<file path="src/rtl/uart_tx_arbiter.sv">
// Round-robin arbiter between two byte requesters feeding a small FIFO that an
// 8N1 serializer drains onto UART_TX.
module uart_tx_arbiter #(
    parameter int CLK_FREQ   = 100000000,
    parameter int BAUD       = 9600,
    parameter int FIFO_DEPTH = 4
) (
    input  logic                          sys_clk,
    input  logic                          reset,
    input  logic                          req0_valid,
    input  logic [7:0]                    req0_data,
    output logic                          req0_ready,
    input  logic                          req1_valid,
    input  logic [7:0]                    req1_data,
    output logic                          req1_ready,
    output logic                          UART_TX,
    output logic                          tx_busy,
    output logic [$clog2(FIFO_DEPTH):0]   fifo_cnt
);

    localparam int DIV = CLK_FREQ / BAUD;
    localparam int CW  = (DIV > 1) ? $clog2(DIV) : 1;
    localparam int AW  = $clog2(FIFO_DEPTH);
    localparam logic [CW-1:0] DIV_M1   = CW'(DIV - 1);
    localparam logic [AW:0]   FULL_CNT = (AW + 1)'(FIFO_DEPTH);

    typedef enum logic [1:0] {IDLE, START, DATA, STOP} state_t;

    // valid/ready: a byte moves on any edge where validN & readyN are both high;
    // readyN is combinational and never depends on a pop in the same cycle.
    logic          full;
    logic          grant0;
    logic          grant1;
    logic          push;
    logic          pop;
    logic [7:0]    push_data;
    logic          last_q;

    logic [7:0]    mem [FIFO_DEPTH];
    logic [AW-1:0] wr_ptr;
    logic [AW-1:0] rd_ptr;

    state_t        state_q, state_d;
    logic [CW-1:0] baud_q, baud_d;
    logic [2:0]    bit_q, bit_d;
    logic [7:0]    shift_q, shift_d;
    logic          tx_q, tx_d;
    logic          baud_done;

    assign full       = (fifo_cnt == FULL_CNT);
    assign grant0     = !full && req0_valid && (!req1_valid || last_q);
    assign grant1     = !full && req1_valid && (!req0_valid || !last_q);
    assign req0_ready = grant0;
    assign req1_ready = grant1;
    assign push       = grant0 || grant1;
    assign push_data  = grant0 ? req0_data : req1_data;

    assign UART_TX    = tx_q;
    assign tx_busy    = (state_q != IDLE) || (fifo_cnt != '0);
    assign baud_done  = (baud_q == DIV_M1);

    always_ff @(posedge sys_clk) begin
        if (reset) begin
            last_q <= 1'b1;
        end else if (grant0) begin
            last_q <= 1'b0;
        end else if (grant1) begin
            last_q <= 1'b1;
        end
    end

    always_ff @(posedge sys_clk) begin
        if (push) begin
            mem[wr_ptr] <= push_data;
        end
    end

    always_ff @(posedge sys_clk) begin
        if (reset) begin
            wr_ptr   <= '0;
            rd_ptr   <= '0;
            fifo_cnt <= '0;
        end else begin
            if (push) wr_ptr <= wr_ptr + AW'(1);
            if (pop)  rd_ptr <= rd_ptr + AW'(1);
            case ({push, pop})
                2'b10:   fifo_cnt <= fifo_cnt + (AW + 1)'(1);
                2'b01:   fifo_cnt <= fifo_cnt - (AW + 1)'(1);
                default: fifo_cnt <= fifo_cnt;
            endcase
        end
    end

    always_ff @(posedge sys_clk) begin
        if (reset) begin
            state_q <= IDLE;
            baud_q  <= '0;
            bit_q   <= '0;
            shift_q <= '0;
            tx_q    <= 1'b1;
        end else begin
            state_q <= state_d;
            baud_q  <= baud_d;
            bit_q   <= bit_d;
            shift_q <= shift_d;
            tx_q    <= tx_d;
        end
    end

    // The line level is registered from the current state, so the pin trails the
    // state by one cycle uniformly and every symbol still lasts exactly DIV cycles.
    always_comb begin
        state_d = state_q;
        baud_d  = baud_q;
        bit_d   = bit_q;
        shift_d = shift_q;
        pop     = 1'b0;
        tx_d    = 1'b1;
        case (state_q)
            IDLE: begin
                if (fifo_cnt != '0) begin
                    pop     = 1'b1;
                    shift_d = mem[rd_ptr];
                    baud_d  = '0;
                    state_d = START;
                end
            end
            START: begin
                tx_d = 1'b0;
                if (baud_done) begin
                    baud_d  = '0;
                    bit_d   = '0;
                    state_d = DATA;
                end else begin
                    baud_d = baud_q + CW'(1);
                end
            end
            DATA: begin
                tx_d = shift_q[0];
                if (baud_done) begin
                    baud_d  = '0;
                    shift_d = {1'b0, shift_q[7:1]};
                    if (bit_q == 3'd7) begin
                        state_d = STOP;
                    end else begin
                        bit_d = bit_q + 3'd1;
                    end
                end else begin
                    baud_d = baud_q + CW'(1);
                end
            end
            STOP: begin
                if (baud_done) begin
                    baud_d  = '0;
                    state_d = IDLE;
                end else begin
                    baud_d = baud_q + CW'(1);
                end
            end
            default: state_d = IDLE;
        endcase
    end

endmodule

</file>
<file path="config.mk">
export PLATFORM = sky130hd
export DESIGN_NAME = uart_tx_arbiter
export DESIGN_NICKNAME = d
export VERILOG_FILES = /design/src/rtl/uart_tx_arbiter.sv
export SDC_FILE = /design/constraint.sdc
export NUM_CORES = 1
export LEC_CHECK = 0
export ABC_AREA = 1
export CAP_MARGIN = 15
export CELL_PAD_IN_SITES_DETAIL_PLACEMENT = 0
export CELL_PAD_IN_SITES_GLOBAL_PLACEMENT = 1
export CORE_UTILIZATION = 47
export DETAILED_ROUTE_END_ITERATION = 8
export PLACE_DENSITY = 0.89
export SLEW_MARGIN = 10
export SYNTH_ARGS = -nofsm -noshare
export SYNTH_HDL_FRONTEND = slang
export SYNTH_SLANG_ARGS = --single-unit
</file>
<file path="constraint.sdc">
create_clock -name sys_clk -period 4.9 [get_ports sys_clk]
set_input_delay 0.98 -clock sys_clk [delete_from_list [all_inputs] [get_ports sys_clk]]
set_output_delay 0.98 -clock sys_clk [all_outputs]
set_load 0.005 [all_outputs]
</file>
* Word level (Yosys, flattened, before mapping)
Memories as Yosys holds them, arrays and structs flattened. A register that Yosys moved wholly into a read port is not among the register bits.
Cells that the tools add are included.
** Storage, ports and cells
- Register bits after elaboration :: 36
- Memory bits (writable) :: 32
- Bits of input ports :: 20
- Output and inout bits :: 7
- Word-level logic and storage cells :: 80
- Memories kept :: 1
** Memories
- mem :: depth 4, width 8, rd ports 1, clocked after Yosys merged registers in 1, wr ports 1, RTL line 39 : logic [7:0] mem [FIFO_DEPTH];
** Cells by class
- Add/sub/neg operators :: 6
- Eq/ne operators :: 14
- Mux-type cells :: 27
- Reduce and logical (&&, ||, !) cells :: 23
** Operators by type and width (count)
- $mux 14 :: 2
- $pmux 14 s2 :: 1
- $mux 8 :: 3
- $pmux 8 s2 :: 1
- $add 14x1->14 const B :: 1
- $eq 14x14->1 const B :: 1
- $mux 2 :: 7
- $ne 2x2->1 const B :: 6
- $pmux 3 s2 :: 2
- $reduce_bool 2->1 :: 5
- $mux 3 :: 3
- $pmux 2 s4 :: 1
- $add 3x1->3 const B :: 2
- $eq 2x2->1 const B :: 3
- $eq 3x3->1 const B :: 2
- $mux 1 :: 6
- $reduce_and 5->1 :: 1
- $add 2x1->2 const B :: 2
- $eq 2x1->1 const B :: 2
- $logic_and 1x1->1 :: 4
- $logic_not 1->1 :: 4
- $logic_or 1x1->1 :: 4
- $reduce_and 4->1 :: 1
- $reduce_and 3->1 :: 1
- 5 further kinds :: 5

* Longest topological paths before layout
- Depth in word-level cells :: 7
- Depth in mapped cells :: 12
- Gate-level depth less buffers :: 12

* Worst setup path before layout
OpenSTA, ideal clock, no wires.
- Kind :: input -> register
- Start point :: input port req0_valid
- End point :: register fifo_cnt[2]
- Library setup time :: 122 ps
- Arrival :: 2375 ps
- Required time :: 4778 ps
- Slack :: 2403 ps
- Cell stages on the path :: 12
- Buffers on the path :: 0
- Cell sequence :: nand2_1 -> o21ai_0 -> nand2_1 -> nand2_1 -> inv_1 -> ha_1 -> inv_1 -> fa_1 -> a21oi_1 -> o21ai_0 -> o21ai_0 -> a21oi_1
** Between the ends
- Longest elaborated chain between the ends :: 6
- Elaborated cells on any way between the ends :: 10
- Classes of those cells :: eq/ne (2); mux (1); reduce/logical (7)
** Ends and longest elaborated chain
- start, declared :: RTL line 10 : input logic req0_valid,
- $logic_not 1->1 :: RTL line 52 : assign grant1 = !full && req1_valid && (!req0_valid || !last_q);
- $logic_or 1x1->1 :: RTL line 52
- $logic_and 1x1->1 :: RTL line 52
- $logic_or 1x1->1 (*) :: RTL line 55 : assign push = grant0 || grant1;
- $eq 2x1->1 / $eq 2x2->1 (equally long branches) :: RTL line 86 : case ({push, pop})
- $pmux 3 s2 / $reduce_bool 2->1 (equally long branches)
- end signal, assigned :: RTL line 87 : 2'b10: fifo_cnt <= fifo_cnt + (AW + 1)'(1);
- end signal, assigned :: RTL line 88 : 2'b01: fifo_cnt <= fifo_cnt - (AW + 1)'(1);
- end signal, assigned :: RTL line 89 : default: fifo_cnt <= fifo_cnt;
- end, declared :: RTL line 18 : output logic [$clog2(FIFO_DEPTH):0] fifo_cnt
Every way passes the cells marked *; elsewhere a longest branch is shown, timed or not.
A chain may end at the register's enable or synchronous reset.

* Final worst setup path
- Start point :: input port req0_valid
- End point :: output port req0_ready
** Between the ends
- Longest elaborated chain between the ends :: 2
** Ends and longest elaborated chain
- $logic_and 1x1->1 (2 in a row) :: RTL line 51 : assign grant0 = !full && req0_valid && (!req1_valid || last_q);
- end, declared :: RTL line 12 : output logic req0_ready,
No other way between the ends.

==> flow_summary.html <==
<table>
<tr><th>Metric</th><th>Value</th></tr>
<tr><th colspan="2">CTS</th></tr>
<tr><td>Clock input transition at the sequential cells of the worst setup and hold paths</td><td>0.07 ns</td></tr>
<tr><td>CTS tree</td><td>done</td></tr>
<tr><td>Cts-stage hold buffer count</td><td>0</td></tr>
<tr><td>Deepest clock path buffer count</td><td>2</td></tr>
<tr><td>Post_cts resized</td><td>0</td></tr>
<tr><td>Clock latency reported for the late side of the worst-skew pair</td><td>between 0.3 and 0.4 ns</td></tr>
<tr><td>Setup Fix Bufs, Post-CTS</td><td>0</td></tr>
<tr><td>CTS Buf Count</td><td>9</td></tr>
<tr><td>Sink count of the clock tree</td><td>70</td></tr>
<tr><td>H-tree depth</td><td>3</td></tr>
<tr><td>Root cell of the clock tree</td><td>sky130_fd_sc_hd__clkbuf_8</td></tr>
<tr><th colspan="2">Setup path</th></tr>
<tr><td>Worst setup endpoint</td><td>req0_ready</td></tr>
<tr><td>Required time worst endpoint</td><td>about 4 ns</td></tr>
<tr><td>Setup Crit Path Kind</td><td>in2out</td></tr>
<tr><td>Type of element launching the critical path</td><td>input pin</td></tr>
<tr><td>Reg-to-reg critical path endpoint</td><td>fifo_cnt[2]</td></tr>
<tr><td>Worst Path Arrival</td><td>approximately 2.7 ns</td></tr>
<tr><td>Maximum fanout encountered on the critical timing path</td><td>11</td></tr>
<tr><td>Worst r2r path cells</td><td>10</td></tr>
<tr><td>Start of the worst register-to-register path</td><td>state_q[1]</td></tr>
<tr><td>Capturing element type of the critical path</td><td>output port</td></tr>
<tr><td>Origin of the worst setup path</td><td>req0_valid</td></tr>
<tr><td>Worst setup slack for register-to-register paths</td><td>roughly 2.4 ns</td></tr>
<tr><th colspan="2">Detailed routing</th></tr>
<tr><td>Antenna Nets Post-Route</td><td>0</td></tr>
<tr><td>Vias</td><td>approximately 2,700</td></tr>
<tr><td>Number of detailed-routing iterations run before antenna repair</td><td>4</td></tr>
<tr><td>Routed wirelength normalized by instance count</td><td>approximately 12 µm</td></tr>
<tr><td>Number of remaining DRC errors</td><td>0</td></tr>
<tr><td>First-iteration detailed-routing DRC count</td><td>around 130</td></tr>
<tr><td>Final Routed Wirelength</td><td>6550 µm</td></tr>
<tr><td>Avg Vias per Cell</td><td>4.81</td></tr>
<tr><th colspan="2">Die</th></tr>
<tr><td>Initial core utilization</td><td>between 40 and 50%</td></tr>
<tr><td>Die X-Extent</td><td>approximately 87 µm</td></tr>
<tr><td>Die height</td><td>just under 90 µm</td></tr>
<tr><td>Count of boundary I/O pins</td><td>27</td></tr>
<tr><td>Die ar.</td><td>~0.0076 mm²</td></tr>
<tr><td>Floorplan Core Area</td><td>0.00691 mm²</td></tr>
<tr><td>Std cell rows</td><td>30</td></tr>
<tr><th colspan="2">Cells and area</th></tr>
<tr><td>Fill cell instance count of the final layout</td><td>approximately 670</td></tr>
<tr><td>Number of antenna repair diodes</td><td>0</td></tr>
<tr><td>Area of the multi-input gates</td><td>approximately 0.0014 mm²</td></tr>
<tr><td>Area occupied by registers</td><td>roughly 0.0017 mm²</td></tr>
<tr><td>Share of cells above drive strength 1</td><td>between 6 and 7%</td></tr>
<tr><td>Relative area change from synthesis to final layout</td><td>14.2%</td></tr>
<tr><td>Nets</td><td>between 400 and 500</td></tr>
<tr><th colspan="2">Timing</th></tr>
<tr><td>Worst Max-Slew Pin Slew</td><td>between 0.7 and 0.8 ns</td></tr>
<tr><td>Setup TNS</td><td>0 ns</td></tr>
<tr><td>Minimum hold slack</td><td>approximately 0.46 ns</td></tr>
<tr><td>Share of the clock period used by the worst path after layout</td><td>75.7%</td></tr>
<tr><td>Endpoints failing hold</td><td>0</td></tr>
<tr><td>Peak clock frequency supported by timing</td><td>roughly 0.27 GHz</td></tr>
<tr><td>Slack of the critical path</td><td>around 1.2 ns</td></tr>
<tr><td>Setup Skew</td><td>between 0.01 and 0.015 ns</td></tr>
<tr><td>Worst relative slew slack</td><td>between 40% and 50%</td></tr>
<tr><td>Final count of negative-setup-slack endpoints</td><td>0</td></tr>
<tr><td>Unrepaired setup endpoints after global routing</td><td>false</td></tr>
<tr><td>Number of pins with negative max-slew slack in the final report</td><td>0</td></tr>
<tr><td>Shortest period the worst path allows</td><td>~3.7 ns</td></tr>
<tr><th colspan="2">Yosys</th></tr>
<tr><td>Synthesized area per cell</td><td>~8 µm²</td></tr>
<tr><td>Register bit count reported by yosys</td><td>70</td></tr>
<tr><td>Dominant cells by area after synthesis</td><td>sky130_fd_sc_hd__edfxtp_1, sky130_fd_sc_hd__dfxtp_1, sky130_fd_sc_hd__nand2_1</td></tr>
<tr><td>Seq/Total Area, Yosys</td><td>50.5%</td></tr>
<tr><td>Post-synthesis cell type with the largest combined area</td><td>sky130_fd_sc_hd__edfxtp_1</td></tr>
<tr><td>Post-Synthesis Cell Area</td><td>0.00341 mm²</td></tr>
<tr><td>Number of nets produced by synthesis</td><td>460</td></tr>
<tr><td>Synth unique cells</td><td>30</td></tr>
<tr><td>Count of mapped cells out of synthesis</td><td>between 400 and 500</td></tr>
<tr><td>Proportion of netlist area held by the largest area contributor</td><td>28.2%</td></tr>
<tr><td>Warning count from the yosys run</td><td>0</td></tr>
<tr><th colspan="2">Hold path</th></tr>
<tr><td>Path class of the lowest-slack min-delay path</td><td>reg2reg</td></tr>
<tr><th colspan="2">Power and ir drop</th></tr>
<tr><td>Switching component of the power</td><td>between 0.0008 and 0.0009 W</td></tr>
<tr><td>Sw Ratio</td><td>about two fifths</td></tr>
<tr><td>Internal Dissipation</td><td>roughly 0.0013 W</td></tr>
<tr><td>Power per Cell Area</td><td>between 500 and 600 mW/mm²</td></tr>
<tr><td>Part of the power in combinational logic</td><td>just over 40%</td></tr>
<tr><td>Worst-case vdd ir drop</td><td>about 0.32 mV</td></tr>
<tr><td>Clock power frac</td><td>between 20% and 30%</td></tr>
<tr><td>Final total power</td><td>0.00216 W</td></tr>
<tr><td>Leakage power total</td><td>roughly 1.6 nW</td></tr>
<tr><td>Sequential group share of total power</td><td>39.5%</td></tr>
<tr><th colspan="2">Placement</th></tr>
<tr><td>Detailed placement HPWL</td><td>between 4000 and 5000 µm</td></tr>
<tr><td>Worst Setup Slack post-DPL</td><td>roughly 1.2 ns</td></tr>
<tr><td>Weighted congestion at the end of routability-driven global placement</td><td>around 0.77</td></tr>
<tr><td>Port Buffers</td><td>26</td></tr>
<tr><th colspan="2">Global route</th></tr>
<tr><td>Largest net degree at the start of global routing</td><td>21</td></tr>
<tr><td>Global-route wire length before repair</td><td>11,300 µm</td></tr>
<tr><td>Initial antenna violation count</td><td>0</td></tr>
<tr><td>Via count of the first global-routing pass</td><td>approximately 2,500</td></tr>
<tr><td>Gr ovfl total</td><td>0</td></tr>
<tr><td>Global-route usage over all layers</td><td>19.6%</td></tr>
<tr><th colspan="2">Status</th></tr>
<tr><td>Status</td><td>complete, no violations</td></tr>
<tr><th colspan="2">Run</th></tr>
<tr><td>Number of maximum-capacitance violations</td><td>0</td></tr>
</table>
==> synth_stat cells (all sizes together) <==
master,n
a21boi,1
a21oi,20
buf,9
clkbuf,3
clkinv,1
dfxtp,38
edfxtp,32
fa,1
ha,13
inv,49
nand2,118
nand3,17
nand4,3
nor2,78
nor3,4
o211ai,1
o21ai,30
or2,2
xnor2,1
xor2,5
==> flip-flops by register name (all words and copies together) (netlist names), named ones only <==
name      count
mem          32
baud_q       14
shift_q       8
bit_q         3
fifo_cnt      3
rd_ptr        2
state_q       2
wr_ptr        2
UART_TX       1
last_q        1
==> power by group through the flow <==
stage / Sequential (W) / Clock, W / Combinational, W
after floorplan: 0.000831 / 0 / 0.000706
after global placement: 0.000862 / 0 / 0.000856
after detailed placement: 0.000864 / 0 / 0.000879
after CTS: 0.000852 / 0.000443 / 0.000883
after global routing: 0.000869 / 0.000466 / 0.00102
final: 0.000852 / 0.000434 / 0.000873
==> cell type report <==
type / instances / area share, %
Sequential cell: 70 / 44.2
Multi-Input combinational cell: 294 / 36.5
Timing Repair Buffer: 26 / 6.68
Inverter: 50 / 4.82
Clock buffer: 10 / 3.28
Tap cell: 96 / 3.08
Clock inverter: 6 / 1.38
==> per-layer routing <==
metal  vias up  routed length [µm]  GRT usage (%)
li1       1396                   -              -
met1      1208                3250           25.8
met2        43                2950           32.1
met3         8                 240           2.94
met4         0                 110           8.79
met5         -                   0              0
==> logic make-up (layout without fill, tap and decap cells) <==
group / count (synthesis) / in the layout / share of synthesized area (%)
AND/OR/NAND/NOR: 222 / 222 / 27.1
flip-flops: 70 / 70 / 50.5
buffers and inverters: 62 / 92 / 7.75
AO/OA/AOI/OAI: 52 / 52 / 7.78
adder cells (fa/ha/maj): 14 / 14 / 5.36
XOR/XNOR: 6 / 6 / 1.54
==> through the flow <==
| stage | instance area (µm²) | util, % | cells |
|---|---|---|---|
| 6_report | 3890 | 56.4 | 552 |
| 5_1_grt | 3890 | 56.4 | 552 |
| 4_1_cts | 3890 | 56.4 | 552 |
| 3_5_place_dp | 3710 | 53.8 | 536 |
| 3_3_place_gp | 3710 | 53.8 | 536 |
| 2_1_floorplan | 3410 | - | 426 |
==> cell usage in the layout, fill, tap and decap left out <==
cell type / n
sky130_fd_sc_hd__a21boi_1: 1
sky130_fd_sc_hd__a21oi_1: 20
sky130_fd_sc_hd__bufinv_16: 1
sky130_fd_sc_hd__clkbuf_1: 1
sky130_fd_sc_hd__clkbuf_8: 9
sky130_fd_sc_hd__clkdlybuf4s50_1: 26
sky130_fd_sc_hd__clkinv_1: 2
sky130_fd_sc_hd__clkinv_2: 4
sky130_fd_sc_hd__dfxtp_1: 38
sky130_fd_sc_hd__edfxtp_1: 32
sky130_fd_sc_hd__fa_1: 1
sky130_fd_sc_hd__ha_1: 13
sky130_fd_sc_hd__inv_1: 47
sky130_fd_sc_hd__inv_2: 2
sky130_fd_sc_hd__nand2_1: 113
sky130_fd_sc_hd__nand2_2: 4
sky130_fd_sc_hd__nand2_4: 1
sky130_fd_sc_hd__nand3_1: 16
sky130_fd_sc_hd__nand3_4: 1
sky130_fd_sc_hd__nand4_1: 3
sky130_fd_sc_hd__nor2_1: 74
sky130_fd_sc_hd__nor2_2: 3
sky130_fd_sc_hd__nor2_4: 1
sky130_fd_sc_hd__nor3_1: 3
sky130_fd_sc_hd__nor3_2: 1
sky130_fd_sc_hd__o211ai_1: 1
sky130_fd_sc_hd__o21ai_0: 28
sky130_fd_sc_hd__o21ai_1: 2
sky130_fd_sc_hd__or2_2: 2
sky130_fd_sc_hd__xnor2_1: 1
sky130_fd_sc_hd__xor2_1: 5
==> worst min-delay path by stage <==
stage | startpoint | endpoint | slack, ns | cells after the start
final | bit_q[1] | bit_q[1] | 0.46 | 2
after CTS | bit_q[1] | bit_q[1] | 0.47 | 2
after global placement | bit_q[2] | bit_q[2] | 0.44 | 2
after detailed placement | bit_q[2] | bit_q[2] | 0.45 | 2
after floorplan | bit_q[1] | bit_q[1] | 0.43 | 2
after global routing | bit_q[2] | bit_q[2] | 0.48 | 2
==> critical path, cell delays in order <==
cell	delay, ns
sky130_fd_sc_hd__clkdlybuf4s50_1	0.42
sky130_fd_sc_hd__nand2_1	0.09
sky130_fd_sc_hd__o21ai_0	0.08
sky130_fd_sc_hd__nand2_1	0.30
sky130_fd_sc_hd__clkinv_1	0.33
sky130_fd_sc_hd__clkdlybuf4s50_1	0.52
(Power assumes the default switching activity.)
